$ cat config.mk
export PLATFORM = sky130hd
export DESIGN_NAME = tiny_riscv_lsu
export DESIGN_NICKNAME = d
export VERILOG_FILES = /design/src/rtl/tiny_riscv_lsu.sv
export SDC_FILE = /design/constraint.sdc
export NUM_CORES = 1
export LEC_CHECK = 0
export ABC_AREA = 1
export CORE_MARGIN = 1
export CORE_UTILIZATION = 49
export DETAILED_ROUTE_END_ITERATION = 10
export GPL_TIMING_DRIVEN = 0
export PLACE_DENSITY = 0.86
export SLEW_MARGIN = 0
export SYNTH_ARGS = -nofsm -noshare
export SYNTH_HDL_FRONTEND = slang
export SYNTH_SLANG_ARGS = --single-unit
export TNS_END_PERCENT = 1
$ cat constraint.sdc
create_clock -name i_Clk -period 3.45 [get_ports i_Clk]
set_clock_uncertainty 0.15 [all_clocks]
set_input_delay 0.5175 -clock i_Clk [delete_from_list [all_inputs] [get_ports i_Clk]]
set_output_delay 0.5175 -clock i_Clk [all_outputs]
set_load 0.02 [all_outputs]
$ cat src/rtl/tiny_riscv_lsu.sv
// Load/store unit for a tiny RV32 core: one access at a time, IDLE->ISSUE->(WAIT)->DONE.
// Define TINY_RISCV_LSU_MISALIGN_TRAP_EN to flag misaligned accesses instead of force-aligning them.
module tiny_riscv_lsu #(
  parameter int ADDR_WIDTH = 32
) (
  input  logic                  i_Clk,
  input  logic                  i_Rst_n,
  input  logic                  i_req,
  input  logic                  i_we,
  input  logic [2:0]            i_funct3,
  input  logic [ADDR_WIDTH-1:0] i_addr,
  input  logic [31:0]           i_wdata,
  output logic                  o_ready,
  output logic                  o_done,
  output logic [31:0]           o_rdata,
  output logic                  o_misaligned,
  output logic [ADDR_WIDTH-1:0] o_mem_addr,
  output logic                  o_mem_read_strobe,
  input  logic [31:0]           i_mem_data,
  output logic [31:0]           o_mem_write_data,
  output logic [3:0]            o_mem_write_mask
);

  typedef enum logic [1:0] {
    S_IDLE,
    S_ISSUE,
    S_WAIT,
    S_DONE
  } state_t;

  state_t      r_state;
  logic        r_we;
  logic [2:0]  r_funct3;
  logic [1:0]  r_off;
  logic        r_go;
  logic        r_trap;

  logic        w_valid;
  logic        w_trap;
  logic        w_go;
  logic [1:0]  w_off;
  logic [3:0]  w_mask;
  logic [31:0] w_wdata;
  logic [31:0] w_shifted;
  logic [31:0] w_load;

  // Decode of the incoming request; only consumed on the accept edge.
  // NOTE: every output of an always_comb gets a value on every path, otherwise a latch is inferred.
  always_comb begin
    w_valid = i_we ? (i_funct3 inside {3'b000, 3'b001, 3'b010})
                   : (i_funct3 inside {3'b000, 3'b001, 3'b010, 3'b100, 3'b101});
    case (i_funct3[1:0])
      2'b00: begin
        w_off   = i_addr[1:0];
        w_mask  = 4'b0001 << i_addr[1:0];
        w_wdata = {24'b0, i_wdata[7:0]} << {i_addr[1:0], 3'b000};
      end
      2'b01: begin
        w_off   = {i_addr[1], 1'b0};
        w_mask  = 4'b0011 << {i_addr[1], 1'b0};
        w_wdata = {16'b0, i_wdata[15:0]} << {i_addr[1], 4'b0000};
      end
      default: begin
        w_off   = 2'b00;
        w_mask  = 4'b1111;
        w_wdata = i_wdata;
      end
    endcase
  end

`ifdef TINY_RISCV_LSU_MISALIGN_TRAP_EN
  logic w_misal;
  assign w_misal = ((i_funct3[1:0] == 2'b01) && i_addr[0]) ||
                   ((i_funct3[1:0] == 2'b10) && (i_addr[1:0] != 2'b00));
  assign w_trap  = w_valid & w_misal;
`else
  // Misaligned halfword/word accesses are silently rounded down via w_off.
  assign w_trap  = 1'b0;
`endif

  assign w_go = w_valid & ~w_trap;

  // Lane extraction for the load result, driven from the registered operands.
  always_comb begin
    w_shifted = i_mem_data >> {r_off, 3'b000};
    case (r_funct3)
      3'b000:  w_load = {{24{w_shifted[7]}}, w_shifted[7:0]};
      3'b001:  w_load = {{16{w_shifted[15]}}, w_shifted[15:0]};
      3'b010:  w_load = w_shifted;
      3'b100:  w_load = {24'b0, w_shifted[7:0]};
      3'b101:  w_load = {16'b0, w_shifted[15:0]};
      default: w_load = 32'b0;
    endcase
  end

  // NOTE: sequential state uses non-blocking assignments so every register samples pre-edge values.
  always_ff @(posedge i_Clk or negedge i_Rst_n) begin
    if (!i_Rst_n) begin
      r_state           <= S_IDLE;
      r_we              <= 1'b0;
      r_funct3          <= 3'b000;
      r_off             <= 2'b00;
      r_go              <= 1'b0;
      r_trap            <= 1'b0;
      o_ready           <= 1'b1;
      o_done            <= 1'b0;
      o_rdata           <= 32'b0;
      o_misaligned      <= 1'b0;
      o_mem_addr        <= '0;
      o_mem_read_strobe <= 1'b0;
      o_mem_write_data  <= 32'b0;
      o_mem_write_mask  <= 4'b0000;
    end else begin
      case (r_state)
        S_IDLE: begin
          if (i_req) begin
            r_state           <= S_ISSUE;
            r_we              <= i_we;
            r_funct3          <= i_funct3;
            r_off             <= w_off;
            r_go              <= w_go;
            r_trap            <= w_trap;
            o_ready           <= 1'b0;
            o_mem_addr        <= {i_addr[ADDR_WIDTH-1:2], 2'b00};
            o_mem_read_strobe <= w_go & ~i_we;
            o_mem_write_mask  <= (w_go & i_we) ? w_mask : 4'b0000;
            o_mem_write_data  <= (w_go & i_we) ? w_wdata : 32'b0;
          end
        end
        S_ISSUE: begin
          o_mem_read_strobe <= 1'b0;
          o_mem_write_mask  <= 4'b0000;
          o_mem_write_data  <= 32'b0;
          if (r_go && !r_we) begin
            r_state <= S_WAIT;
          end else begin
            r_state      <= S_DONE;
            o_done       <= 1'b1;
            o_misaligned <= r_trap;
            // Unsupported loads return zero; traps and stores leave o_rdata alone.
            if (!r_we && !r_go && !r_trap) begin
              o_rdata <= 32'b0;
            end
          end
        end
        S_WAIT: begin
          r_state <= S_DONE;
          o_done  <= 1'b1;
          o_rdata <= w_load;
        end
        default: begin
          r_state      <= S_IDLE;
          o_done       <= 1'b0;
          o_misaligned <= 1'b0;
          o_ready      <= 1'b1;
        end
      endcase
    end
  end

endmodule

Word level (Yosys, flattened, before mapping):

Cells that the tools add are included.

* register bits after elaboration: 111
* input bits: 103
* word-level logic and storage cells: 83

* eq/ne operators: 14
* shifts and indexed selects: 5
* mux-type cells: 25
* bitwise gates (word level): 6
* reduce and logical (&&, ||, !) cells: 20

Operators by type and width (number)
* $pmux 32 s2: 3
* $pmux 32 s5: 1
* $mux 32: 4
* $shl 16x5->32: 1
* $shl 8x5->32: 1
* $shr 32x5->32: 1
* $pmux 4 s2: 2
* $eq 3x3->1 const B: 4
* $reduce_and 2->1: 5
* $mux 4: 2
* $eq 3x1->1 const B: 2
* $eq 3x2->1 const B: 2
* $logic_not 3->1: 2
* $mux 1: 6
* $ne 2x2->1 const B: 3
* $pmux 1 s2: 3
* $pmux 2 s3: 1
* $reduce_bool 5->1: 1
* $eq 2x1->1 const B: 2
* $logic_not 2->1: 2
* $not 1->1: 4
* $pmux 2 s2: 1
* $reduce_bool 2->1: 2
* $reduce_or 2->1: 2
* 10 further kinds: 13

Longest topological paths before layout:

Gate-level depths: netlist of run 1.

* word-level depth: 7
* gate-level depth with buffers: 10

Worst setup path after synthesis of run 1:

Ideal clock, no wire load.

* path type: reg-to-reg
* from: reg r_state[0]
* to: reg o_mem_write_data[0]
* arrival: 1.404 ns
* path slack: 1.831 ns
* stages on the path, launching flop included: 10
* path buffers: 2
* clock period less this slack: 1.619 ns
* path through: dfrtp_1 -> inv_1 -> ha_1 -> nand2_1 -> inv_1 -> buf_6 -> a21oi_4 -> buf_2 -> nand2_1 -> nand2_1

* longest elaborated chain between the ends: 3
* elaborated cells on any way between the ends: 6
* those cells by class: 2 x eq/ne; 1 x mux; 3 x reduce/logical

Ends and longest elaborated chain
* start, declared: line 31 `state_t r_state;`
* start signal, assigned: line 99 `r_state <= S_IDLE;`
* start signal, assigned: line 117 `r_state <= S_ISSUE;`
* start signal, assigned: line 135 `r_state <= S_WAIT;`
* $eq 2x1->1 / $logic_not 2->1 (equally long branches): line 114 `case (r_state)`
* $reduce_bool 2->1 (no line) / $ne 2x2->1 (equally long branches)
* $reduce_and 2->1 (no line)
* end signal, assigned: line 127 `o_mem_write_data <= (w_go & i_we) ? w_wdata : 32'b0;`
* end, declared: line 20 `output logic [31:0] o_mem_write_data,`

Parallel ways exist; a longest one is shown, timed or not.
A chain may end at the register's enable or synchronous reset.

Worst setup path after layout of run 1:

* from: reg o_ready
* to: out o_ready

RTL lines
* start, declared: line 13 `output logic o_ready,`
* start signal, assigned: line 105 `o_ready <= 1'b1;`
* start signal, assigned: line 123 `o_ready <= 1'b0;`
* start signal, assigned: line 155 `o_ready <= 1'b1;`

No word-level cell between the ends.

==> run metrics, run 1 <==
CP max FO 2; Adder-Cell Fraction of Synth Area 0.8764%; CP Data Arrival Time 1.46 ns; Max stage delay cell, worst path clkdlybuf4s50_1; final design utilization 72.33%; vias in the first global route 5300; footprint of the flip-flops and latches 0.002754 mm^2; multi-input logic area 0.002570 mm^2; worst vdd ir 492.0 uV; dpl hpwl 12090 um; largest family of logic cells by synthesized area simple AND/OR/NAND/NOR gates; Die Wd 110.0 um; Fmax 469.2 MHz; number of synthesized register bits 110; Setup Fix Bufs, Post-CTS 0; Placer Congestion 0.9191; Max Cap Viol 0; fillers 907; WL/cell 14.00 um; GRT Residual Overflow 0; Switching Fraction 41.73%; number of CTS-inserted buffers 9; Nets 1099; Remaining DRCs 0; largest net degree at the start of global routing 63; total number of vias 5620; syn avg cell area 7.359 um^2; CTS Root Cell clkbuf_16; crit start category flip-flop; CP Data Required Time 2.78 ns; Final period util 61.78%; Seq pwr share 32.1%; commonest non-fill, non-tap cell in the layout nand2_1; mux contribution to synthesized area 0%; drt initial violations 396; Slew headroom 56.68%; initial antenna violation count 0; Worst Path Class, Setup flip-flop to output port; Post-Place Setup Slack 1.196 ns; effective utilization at floorplan 50.23%; Hold WS 0.03617 ns; simple-gate area share of the yosys netlist 39.75%; # clock sinks 110; worst setup margin 1.319 ns; Synth Area in XOR/XNOR 0%; synthesized area 0.005710 mm^2; Synth Warn # 0; maximum level of the CTS H-tree 3; final setup TNS 0 ns; Die Span Y 110.0 um; final wirelength 15960 um; switching pwr 2.509 mW; Tmin final 2.131 ns; Port Buffer Count 202; clock share of power 16.5%; logic gate share of total power 51.4%; Rows 39; Final Hold Viols 0; I/O pin count 207; CP peak stage delay 0.60 ns; worst-margin pin slew 0.6498 ns; core box area 0.01137 mm^2; post-synthesis compound-gate area fraction 4.185%; DR pass1 iterations 4; GR Util All Layers 26.93%; antenna viol nets, final 0; cell family with the largest share of critical-path delay buffers and inverters; worst-case clock buffer depth 2; Mapped Cells 776; Via density 4.930; Int Power 3.504 mW; unrepaired setup endpoints after global routing false; Worst-Skew Late Latency 0.34 ns; Crit. End Element output port; Buf/Inv on CP 1; most frequent cells in the layout nand2_1, clkdlybuf4s50_1, dfrtp_1; Slew Limit Fails 0; Area Overhead vs Synth 44.02%; Distinct cells, synth 30; Final setup viols 0; status finished, final reports clean; die area 0.01209 mm^2; CTS clk-pin slew, worst paths 0.07 ns; first-pass GRT wire length 25150 um; hold buffers post-CTS 0; post-synthesis sequential area ratio 48.23%; static leakage 4.243 nW; antenna cell count 0; CP cell instances clkdlybuf4s50_1; Resize count post-CTS 0; TritonCTS clock tree built; hold crit path type input pin to asynchronous set/reset pin; layout cells sized above 1 8.225%; Pwr Density 731.1 mW/mm^2
cells in the mapped netlist:
| cell type | instances | area (um^2) |
|---|---|---|
| nor2_8 | 1 | 20.02 |
| buf_2 | 17 | 85.08 |
| clkbuf_8 | 1 | 13.76 |
| dfrtp_1 | 109 | 2728 |
| nand2_2 | 4 | 25.02 |
| a21oi_4 | 1 | 16.27 |
| a21oi_2 | 1 | 8.760 |
| nor2_2 | 1 | 6.260 |
| o21ai_0 | 31 | 155.2 |
| buf_6 | 5 | 56.30 |
| o21ai_1 | 5 | 25.02 |
| conb_1 | 1 | 3.750 |
| nor2_1 | 14 | 52.55 |
| inv_1 | 25 | 93.84 |
| clkbuf_1 | 7 | 26.28 |
| nand3_2 | 11 | 110.1 |
| a21oi_1 | 5 | 25.02 |
| ha_1 | 4 | 50.05 |
| nor3_1 | 1 | 5.000 |
| buf_4 | 8 | 60.06 |
| nand2_1 | 441 | 1655 |
| dfstp_2 | 1 | 26.28 |
| inv_2 | 7 | 26.28 |
| clkinv_1 | 1 | 3.750 |
| nor2_4 | 6 | 67.56 |
| inv_6 | 1 | 8.760 |
| o21ai_2 | 1 | 8.760 |
| nand4_1 | 2 | 12.51 |
| buf_12 | 1 | 20.02 |
| nand3_1 | 63 | 315.3 |
routing by layer:
| layer | routed length [um] | GRT usage, % | vias up |
|---|---|---|---|
| li1 | - | - | 2832 |
| met1 | 6945 | 35.92 | 2542 |
| met2 | 7390 | 42.81 | 221 |
| met3 | 1326 | 6.995 | 25 |
| met4 | 300 | 8.476 | 0 |
| met5 | 0 | 0 | - |
power groups by stage:
stage / Sequential [mW] / Combinational [mW] / Clock [mW]
finish: 1.93 / 3.09 / 0.993
global route: 1.98 / 3.41 / 1.06
CTS: 1.93 / 3.09 / 1.01
detailed placement: 1.94 / 3.08 / 0
global placement: 1.94 / 3.03 / 0
floorplan: 2.36 / 1.38 / 0
path summary, 6_finish.rpt:
path                              from              endpoint  slack [ns]  depth (start not counted)
setup / recovery               o_ready               o_ready        1.32                          1
hold / removal                 i_Rst_n           o_rdata[27]        0.04                          1
setup reg to reg            r_state[0]  o_mem_write_data[29]        1.46                          9
hold reg to reg            o_rdata[19]           o_rdata[19]        0.33                          2
max in group asynchronous      i_Rst_n  o_mem_write_data[27]        2.38                          2
min in group i_Clk         o_rdata[19]           o_rdata[19]        0.33                          2
logic make-up after synthesis:
family	after synthesis
AND/OR/NAND/NOR	544
other	1
flip-flops	110
adder cells (fa/ha/maj)	4
AO/OA/AOI/OAI	44
buffers and inverters	73
metrics by stage:
step	std cells	power, mW	cell area (um^2)
floorplan	778	3.746	5718
global placement	1123	4.966	7919
detailed placement	1124	5.025	7944
CTS	1140	6.027	8224
global route	1140	6.447	8224
finish	1140	6.013	8224
sequential cells by signal, summed over array words and instances, names as in the netlist, 2 cells and up:
name / count
o_rdata: 32
r_state: 2
o_mem_addr: 30
o_mem_write_data: 32
r_funct3: 3
o_mem_write_mask: 4
r_off: 2
cell type report:
type,instances,share of cell area (%)
Tap cell,143,2.176
Buffer,39,3.180
Inverter,34,1.613
Timing Repair Buffer,203,24.89
Clock buffer,14,3.210
Sequential cell,110,33.49
Multi-Input combinational cell,595,31.25
Clock inverter,2,0.1978
Power figures use the tool's default switching activity.
==> run 2, diff against run 1 <==
Settings changed: CORE_UTILIZATION 49 to 45, PLACE_DENSITY 0.86 to 0.8.
Clock period 3.45 ns to 2.1 ns, I/O delays scaled along.
==> run metrics, run 2 (synthesized netlist as in run 1, its figures left out) <==
effective utilization at floorplan 46.76%; WP depth 1; Fmax 519.9 MHz; vias in the first global route 5492; Rows 40; Die Wd 114.7 um; CP peak stage delay 0.59 ns; hold crit path type input pin to flip-flop; Placer Congestion 0.9035; number of CTS-inserted buffers 9; Max stage delay cell, worst path clkdlybuf4s50_1; dpl hpwl 12420 um; Die Span Y 114.7 um; TritonCTS clock tree built; Crit. End Element output port; R2R depth 9; final std cells w/o fill 1165; CP Data Arrival Time 1.46 ns; crit start category flip-flop; Nets 1101; final wirelength 16250 um; antenna cell count 0; met1 wire length 7116 um; WL/cell 13.95 um; initial antenna violation count 0; drt initial violations 325; unrepaired setup endpoints after global routing false; status finished, final reports clean; CP Data Required Time 1.63 ns; Worst Hold Path Cells 5; antenna viol nets, final 0; most frequent cells in the layout nand2_1, clkdlybuf4s50_1, dfrtp_1; DR pass1 iterations 6; Via density 4.895; Buf/Inv on CP 1; GRT Residual Overflow 0; CP max FO 2; wire length on met3 1324 um; GR Util All Layers 25.66%; core box area 0.01221 mm^2; worst-margin pin slew 0.6687 ns; layout cells sized above 1 8.325%; static leakage 4.263 nW; total number of vias 5703; CP cell instances clkdlybuf4s50_1; Tmin final 1.923 ns; Pwr Density 1205 mW/mm^2; Remaining DRCs 0; Area Overhead vs Synth 45.07%; worst vdd ir 652.6 uV; CTS clk-pin slew, worst paths 0.07 ns; # clock sinks 110; Worst-Skew Late Latency 0.34 ns; Slew Limit Fails 0; Max Cap Viol 0; worst setup margin 0.1766 ns; I/O pin count 207; Post-Place Setup Slack 0.04077 ns; cell family with the largest share of critical-path delay buffers and inverters; first-pass GRT wire length 26460 um; CTS Root Cell clkbuf_16; Final setup viols 0; largest net degree at the start of global routing 61; Final Hold Viols 0; Top Registers o_mem_write_data x32, o_rdata x32, o_mem_addr x30; highest metal used met4; Slew headroom 55.42%; Final period util 91.59%; die area 0.01314 mm^2; Port Buffer Count 202; commonest non-fill, non-tap cell in the layout nand2_1; placed cells 1149; met2 WL 7554 um; Worst Path Class, Setup flip-flop to output port; worst-case clock buffer depth 2; maximum level of the CTS H-tree 3
run 2: cell types whose count changed in the layout (fill, tap and decap cells not counted), sizes merged:
cell | previous run | this run
dlygate4sd3 | 0 | 1
buf | 33 | 32
clkbuf | 22 | 21
bufinv | 0 | 1
clkinvlp | 1 | 0
inv | 33 | 34
run 2: final cells by class:
class                   instances  area [um^2]
fillers                      1057         3928
flip-flops and latches        110         2754
multi-input cells             595         2570
repair buffers                205         2064
plain buffers                  39        266.5
clock buffers                  11        242.7
well taps                     168        210.2
inverters                      34        132.6
clock inverters                 3        43.79
run 2: final timing paths:
check                          startpoint  slack [ns]              endpoint
hold reg to reg            o_mem_addr[27]        0.33        o_mem_addr[27]
setup reg to reg               r_state[1]        0.24  o_mem_write_data[30]
min in group asynchronous         i_Rst_n        0.40           o_rdata[28]
max in group asynchronous         i_Rst_n        0.68  o_mem_write_data[28]
hold / removal                  i_addr[1]        0.29              r_off[1]
setup / recovery                  o_ready        0.18               o_ready
run 2: metal layers:
layer  up-vias  GRT usage, %
met4         0         6.753
met5         -             0
li1       2844             -
met3        23         5.770
met2       216         43.07
met1      2620         33.49
run 2: timing repair:
item	CTS	global route
hold buffers	1	0
endpoints found under the hold margin	49	0
resized for setup	0	2
setup buffers	0	1
endpoints found under the setup margin	0	18
run 2: where the power goes:
group          switching, mW  internal [mW]
sequential             0.387           2.79
combinational           2.99           2.12
clock                  0.745          0.948
total                   4.12           5.86
run 2: stage by stage:
step | setup TNS, ns | utilization (%) | instance area (um^2) | total power, mW | hold WS [ns]
2_1_floorplan | 0 | - | 5718 | 6.154 | -0.1306
3_3_place_gp | -397.91 | 65.10 | 7950 | 8.174 | 0.3089
3_5_place_dp | 0 | 65.31 | 7975 | 8.272 | 0.2375
4_1_cts | 0 | 67.74 | 8272 | 9.997 | 0.2694
5_1_grt | 0 | 67.84 | 8284 | 10.69 | 0.3280
6_report | 0 | 67.84 | 8284 | 9.980 | 0.2897
